## src/rtl/if_stage.sv

```systemverilog
// Instruction-fetch stage: owns the PC, fetches words over a req/ack memory
// handshake and hands {pc, inst} to decode through a single-entry output register.
module if_stage #(
  parameter logic [31:0] RESET_PC = 32'h0000_0000,
  parameter logic [31:0] NOP_INST = 32'h0000_0013
) (
  input  logic        clk,
  input  logic        rst,
  output logic        imem_req,
  output logic [31:0] imem_addr,
  input  logic        imem_ack,
  input  logic [31:0] imem_rdata,
  input  logic        redirect_i,
  input  logic [31:0] redirect_addr_i,
  input  logic        id_ready_i,
  output logic        inst_valid_o,
  output logic [31:0] pc_o,
  output logic [31:0] inst_o,
  output logic [31:0] fetch_cnt_o
);

  typedef enum logic [0:0] {
    FETCH = 1'b0,
    HOLD  = 1'b1
  } state_e;

  state_e      state_q, state_d;
  logic [31:0] pc_q, pc_d;
  logic [31:0] req_addr_q, req_addr_d;
  logic        kill_q, kill_d;
  logic        valid_q, valid_d;
  logic [31:0] pc_out_q, pc_out_d;
  logic [31:0] inst_q, inst_d;
  logic [31:0] cnt_q, cnt_d;

  function automatic logic [31:0] align_word(input logic [31:0] addr);
    return {addr[31:2], 2'b00};
  endfunction

  // kill_q marks an outstanding request whose data must be dropped because a
  // redirect arrived before its ack; the address itself cannot move until then.
  always_comb begin
    state_d    = state_q;
    pc_d       = pc_q;
    req_addr_d = req_addr_q;
    kill_d     = kill_q;
    valid_d    = valid_q;
    pc_out_d   = pc_out_q;
    inst_d     = inst_q;
    cnt_d      = cnt_q;
    case (state_q)
      FETCH: begin
        if (imem_ack) begin
          if (kill_q || redirect_i) begin
            kill_d = 1'b0;
            if (redirect_i) begin
              req_addr_d = align_word(redirect_addr_i);
              pc_d       = align_word(redirect_addr_i);
            end else begin
              req_addr_d = align_word(pc_q);
            end
          end else begin
            inst_d   = imem_rdata;
            pc_out_d = req_addr_q;
            valid_d  = 1'b1;
            pc_d     = req_addr_q + 32'd4;
            state_d  = HOLD;
          end
        end else begin
          if (redirect_i) begin
            pc_d   = align_word(redirect_addr_i);
            kill_d = 1'b1;
          end else begin
            kill_d = kill_q;
          end
        end
      end
      HOLD: begin
        if (redirect_i) begin
          valid_d    = 1'b0;
          inst_d     = NOP_INST;
          pc_d       = align_word(redirect_addr_i);
          req_addr_d = align_word(redirect_addr_i);
          state_d    = FETCH;
        end else if (id_ready_i) begin
          cnt_d      = cnt_q + 32'd1;
          valid_d    = 1'b0;
          inst_d     = NOP_INST;
          req_addr_d = pc_q;
          state_d    = FETCH;
        end else begin
          state_d = HOLD;
        end
      end
      default: begin
        state_d = FETCH;
        valid_d = 1'b0;
        inst_d  = NOP_INST;
        kill_d  = 1'b0;
      end
    endcase
  end

  always_ff @(posedge clk or posedge rst) begin
    if (rst) begin
      state_q    <= FETCH;
      pc_q       <= RESET_PC;
      req_addr_q <= RESET_PC;
      kill_q     <= 1'b0;
      valid_q    <= 1'b0;
      pc_out_q   <= 32'h0000_0000;
      inst_q     <= NOP_INST;
      cnt_q      <= 32'h0000_0000;
    end else begin
      state_q    <= state_d;
      pc_q       <= pc_d;
      req_addr_q <= req_addr_d;
      kill_q     <= kill_d;
      valid_q    <= valid_d;
      pc_out_q   <= pc_out_d;
      inst_q     <= inst_d;
      cnt_q      <= cnt_d;
    end
  end

  // Gated by rst so an in-flight request disappears the moment reset asserts.
  assign imem_req     = (state_q == FETCH) & ~rst;
  assign imem_addr    = req_addr_q;
  assign inst_valid_o = valid_q;
  assign pc_o         = pc_out_q;
  assign inst_o       = inst_q;
  assign fetch_cnt_o  = cnt_q;

endmodule

```

## config.mk

```make
export PLATFORM = sky130hd
export DESIGN_NAME = if_stage
export DESIGN_NICKNAME = d
export VERILOG_FILES = /design/src/rtl/if_stage.sv
export SDC_FILE = /design/constraint.sdc
export NUM_CORES = 1
export LEC_CHECK = 0
export ABC_AREA = 1
export BUFFER_PORTS_ARGS = -buffer_cell sky130_fd_sc_hd__buf_2
export CORE_MARGIN = 2
export CORE_UTILIZATION = 43
export DETAILED_ROUTE_END_ITERATION = 12
export GPL_TIMING_DRIVEN = 0
export PLACE_DENSITY = 0.7
export SKIP_CTS_REPAIR_TIMING = 1
export SLEW_MARGIN = 20
export SYNTH_ARGS = -nofsm -noshare
export SYNTH_HDL_FRONTEND = slang
export SYNTH_SLANG_ARGS = --single-unit
```

## constraint.sdc

```tcl
create_clock -name clk -period 4.7 [get_ports clk]
set_input_delay 0.47 -clock clk [delete_from_list [all_inputs] [get_ports clk]]
set_output_delay 0.47 -clock clk [all_outputs]
set_load 0.005 [all_outputs]
```

## Yosys cells after proc, flatten, opt, wreduce, memory -nomap -nowiden

Index checks and enable logic that the tools add are counted.

- Bits in registers: 163
- Latch bits: 0
- RAM bits: 0
- Bits in read-only memories: 0
- Input bits: 69
- Output and inout port bits: 130
- Logic and storage cells: 55
- Memories: 0

- Add/subtract/negate cells: 2
- Multiply operators: 0
- Divide/modulo/power cells: 0
- Magnitude comparators: 0
- Equal/unequal tests: 5
- Shifts and indexed selects: 0
- Multiplexer cells: 28
- Bitwise logic cells: 5
- Reduce and logical (&&, ||, !) cells: 7

Operators by type and width:

| cell | number |
|---|---|
| 32-bit two-way mux | 12 |
| 32-bit one-hot mux with 2 select lines | 3 |
| 32-bit by 1-bit adder with 32-bit output, second input constant | 1 |
| 32-bit by 3-bit adder with 32-bit output, second input constant | 1 |
| 3-bit AND reduction | 5 |
| 1-bit two-way mux | 11 |
| 2-bit != test, second input constant | 3 |
| 1-bit NOT | 4 |
| 1-bit one-hot mux with 2 select lines | 2 |
| 3-bit != test, second input constant | 1 |
| 2-bit by 1-bit != test with 1-bit output, second input constant | 1 |
| 2-bit nonzero test | 1 |
| 1-bit AND | 1 |
| 1-bit logical OR | 1 |

## Longest topological paths before layout

- Word-level depth: 4
- Depth in mapped cells: 10
- Depth with buffers taken out: 10

## Least setup slack after synthesis

Ideal clock, no wire load.

- Path type: register to register
- Start point: reg cnt_q[0], in the netlist fetch_cnt_o[0]
- End point: reg cnt_q[30], in the netlist fetch_cnt_o[30]
- Setup time: 0.117 ns
- Arrival time: 1.389 ns
- Required time: 4.583 ns
- Path slack: 3.195 ns
- Stages on the path, launching flop included: 9
- Path buffers: 0
- Clock period less this slack: 1.505 ns
- Cell sequence: dfrtp_1 > ha_1 > nand3_1 > nor3_1 > nand2_2 > nor2_8 > nand2_1 > nand2_1 > nand2_1

- Cells in the longest elaborated chain, start to end: 1

RTL lines:

| what | line | RTL |
|---|---|---|
| from (decl) | 34 | `logic [31:0] cnt_q, cnt_d;` |
| from (signal assigned) | 122 | `cnt_q <= cnt_d;` |
| 32-bit by 1-bit adder with 32-bit output | 86 | `cnt_d = cnt_q + 32'd1;` |

Every way passes these cells.
A chain may end at the register's enable or synchronous reset.

## Worst setup path in the final report

- Start point: reg req_addr_q[2], in the netlist imem_addr[2]
- End point: reg pc_q[28]

- Cells in the longest elaborated chain, start to end: 4

RTL lines:

| what | line | RTL |
|---|---|---|
| from (decl) | 29 | `logic [31:0] req_addr_q, req_addr_d;` |
| from (signal assigned) | 117 | `req_addr_q <= req_addr_d;` |
| 32-bit by 3-bit adder with 32-bit output | 66 | `pc_d = req_addr_q + 32'd4;` |
| 32-bit two-way mux | 54 | `if (kill_q \|\| redirect_i) begin` |
| 32-bit two-way mux | 53 | `if (imem_ack) begin` |
| 32-bit one-hot mux with 2 select lines | 51 | `case (state_q)` |
| named net pc_d[28] | 28 | `logic [31:0] pc_q, pc_d;` |
| to (signal assigned) | 116 | `pc_q <= pc_d;` |
| to (decl) | 28 |  |

The timed path passes the listed nets, and every way through them passes these cells.

==> flow_summary.json <==
{
  "syn_inst": 942,
  "synth_warnings": 0,
  "drt_iter0_markers": 685,
  "hold_violations": 0,
  "first_pass_iters": 5,
  "gp_congestion": 0.938,
  "setup_viol": 0,
  "cap_violations": 0,
  "grt_overflow_total": 0,
  "share_comb_of_total_power": 0.201,
  "ys_ff_latch": 163,
  "power_density_nw_per_um2": 427,
  "worst-path-max-fanout": 6,
  "viasPerCell": 5.14,
  "area_growth_pct": 26.1,
  "reg2reg_depth": 10,
  "seq_power_share": 0.453,
  "r2r-end": "pc_q[28]$_DFF_PP0_",
  "cpMostUsedCell": "nand2_1",
  "yosysUniqueCellTypes": 35,
  "switching_share": 0.300,
  "start_util": 0.442,
  "die_x_um": 138,
  "htreeDepth": 4,
  "fin_skew_ns": 0.0108,
  "antenna_found_initial": 2,
  "status": "completed",
  "clock_latency_ns": 0.42,
  "crit_chain": "ha_1 > nand2_1 > nor2_2 > nand2_2 > nor2_2 > nand2_1 > nor2_1 > nand2_1 > nand2_1 > nor2_1",
  "crit_type": "flip-flop to flip-flop",
  "slew_violations": 0,
  "power.share.clock": 0.346,
  "drt-total-wl_um": 23000,
  "p_switching_mw": 1.24,
  "holdCritPathClass": "primary input to asynchronous set/reset pin",
  "clkSinkCount": 163,
  "cts_made_buffers": 17,
  "worstReg2RegStart": "imem_addr[2]$_DFFE_PP0P_",
  "grt_usage": 0.245,
  "cp_data_arrival_time_ns": 2.23,
  "clk_pin_slew_ns": 0.06,
  "synth_area_um2": 7700,
  "grt_max_degree": 30,
  "clk_path_buf_depth": 2,
  "ir_drop_v": 0.000252,
  "fin_crit_ns": 1.92,
  "slew_headroom": 0.487,
  "drc": 0,
  "dieArea_um2": 19000,
  "nNetsFinal": 1234,
  "synth.top_cell.area_share": 0.520,
  "fillerInstances": 1652,
  "drive_gt1_frac": 0.240,
  "avgRoutedWirePerCell_um": 16.4,
  "min_period_over_period": 0.408,
  "fin_tns_setup_ns": 0,
  "cts_tree": "done",
  "critPathCaptureType": "flip-flop",
  "rows": 48,
  "grt_pass1_vias": 6790,
  "power_mw": 4.15,
  "numPortBuffers": 196,
  "cp-startpoint": "imem_addr[2]$_DFFE_PP0P_",
  "synthesis.nets": 1013,
  "rrSetupSlack_ns": 2.78,
  "grt_pass1_wl_um": 35700,
  "yosys-top-cells-area": "dfrtp_1, nand2_1, nor2_1",
  "p_int_mw": 2.91,
  "rsz0062_at_grt": "no",
  "fmaxAchievable_mhz": 521,
  "async_reset_ff_frac": 1.00,
  "syn_avg_cell_area_um2": 8.17,
  "ys_seq_area_frac": 0.530,
  "die_h_um": 138,
  "via_count": 7201,
  "crit_slowest_cell": "dfrtp_1",
  "cts_root_buf": "clkbuf_16",
  "ant_nets": 0,
  "synth-main-ff-cell": "dfrtp_1",
  "yosysTopAreaCell": "dfrtp_1",
  "core_um2": 17400,
  "critPathMaxStageDelay_ns": 0.47,
  "total_leakage_power_nw": 5.22,
  "worstSetupEndpoint": "pc_q[28]$_DFF_PP0_",
  "cp.required_ns": 5.01,
  "hpwl_um": 17000,
  "worst_slew_pin_slew_ns": 0.770,
  "io_pins": 199,
  "synth_edf_count": 0,
  "crit_path_start_kind": "flip-flop"
}
==> power groups by stage <==
stage	clock network [mW]	logic, mW	registers (mW)
3_3_place_gp	0	0.807	1.89
6_report	1.44	0.835	1.88
3_5_place_dp	0	0.841	1.89
4_1_cts	1.46	0.845	1.87
2_1_floorplan	0	0.418	1.87
5_1_grt	1.51	0.943	1.91
==> per-stage QoR <==
step / hold slack (ns) / util / instance area (µm²) / cells / setup WS (ns)
2_1_floorplan: 0.465 / - / 7700 / 942 / 2.16
3_3_place_gp: 0.454 / 0.515 / 8970 / 1363 / 1.04
3_5_place_dp: 0.459 / 0.523 / 9100 / 1369 / 2.85
4_1_cts: 0.0873 / 0.557 / 9700 / 1400 / 2.82
5_1_grt: 0.106 / 0.557 / 9710 / 1401 / 2.63
6_report: 0.0805 / 0.557 / 9710 / 1401 / 2.78
==> synthesized netlist by cell type, types with 3 or more instances <==
cell type and number:
o21ai_1 11, a21oi_1 4, inv_1 67, nand4_1 9
buf_4 3, inv_2 4, mux2i_1 4, buf_6 3
dfstp_2 3, nand3b_1 10, clkbuf_1 5, nand3_1 50
nor2_1 87, o21ai_0 43, nor2_2 7, dfrtp_1 160
a22o_1 30, nand2_1 368, buf_2 22, xnor2_1 11
o211ai_1 8, xor2_1 10, nor3_1 6
==> critical path: cells and delay by family, from the launching register on <==
kind | cells | cell delay, ns
and+or+nand+nor | 9 | 1.13
DFF | 1 | 0.47
adders and majority gates | 1 | 0.23
==> cells by family after synthesis <==
group | count (synthesis) | synth area share
xor+xnor | 21 | 0.0239
flops | 163 | 0.530
simple gates | 546 | 0.293
compound gates | 102 | 0.0856
fa+ha+maj | 2 | 0.00325
buf+inv | 104 | 0.0587
mux | 4 | 0.00520
==> worst min path at each step <==
stage                             start  slack [ns]                        to
2_1_floorplan  inst_valid_o$_DFFE_PP0P_        0.47  inst_valid_o$_DFFE_PP0P_
5_1_grt                             rst        0.11    inst_o[11]$_DFFE_PP0P_
6_report                            rst        0.08    inst_o[11]$_DFFE_PP0P_
4_1_cts                             rst        0.09    inst_o[11]$_DFFE_PP0P_
3_5_place_dp   inst_valid_o$_DFFE_PP0P_        0.46  inst_valid_o$_DFFE_PP0P_
3_3_place_gp   inst_valid_o$_DFFE_PP0P_        0.45  inst_valid_o$_DFFE_PP0P_
==> registers in the layout, summed over array words and instances (netlist names) <==
signal        cells
pc_q             32
fetch_cnt_o      32
state_q           1
inst_valid_o      1
imem_addr        32
inst_o           32
kill_q            1
pc_o             32
==> placed cells by master (no fill, tap or decap), types with 4 or more instances in the layout <==
master,count
o21ai_0,43
nor3_1,6
nand3b_1,10
clkbuf_1,7
o211ai_1,8
o21ai_1,11
nand3_1,50
a21oi_1,4
buf_12,4
buf_2,218
clkbuf_16,17
mux2i_1,4
nor2_1,87
inv_1,66
xnor2_1,11
xor2_1,10
a22o_1,30
inv_2,4
nand4_1,9
nor2_2,7
nand2_1,368
dfrtp_1,160
==> area by class of cell <==
type,instances,area [µm²],area share
Multi-Input combinational cell,675,3170,0.326
Clock inverter,9,129,0.0133
Sequential cell,163,4080,0.421
Buffer,33,185,0.0191
Inverter,71,270,0.0278
Timing Repair Buffer,202,1120,0.115
Clock buffer,22,474,0.0489
Tap cell,225,282,0.0290
Antenna cell,1,2.50,0.000258
==> routing by layer <==
layer	vias up	GRT usage	share of wire
met2	271	0.388	0.47
li1	3454	-	-
met3	24	0.0412	0.062
met1	3452	0.349	0.45
met5	-	0	0
met4	0	0.0663	0.014
Note: power is estimated with default switching activity, not from simulation.
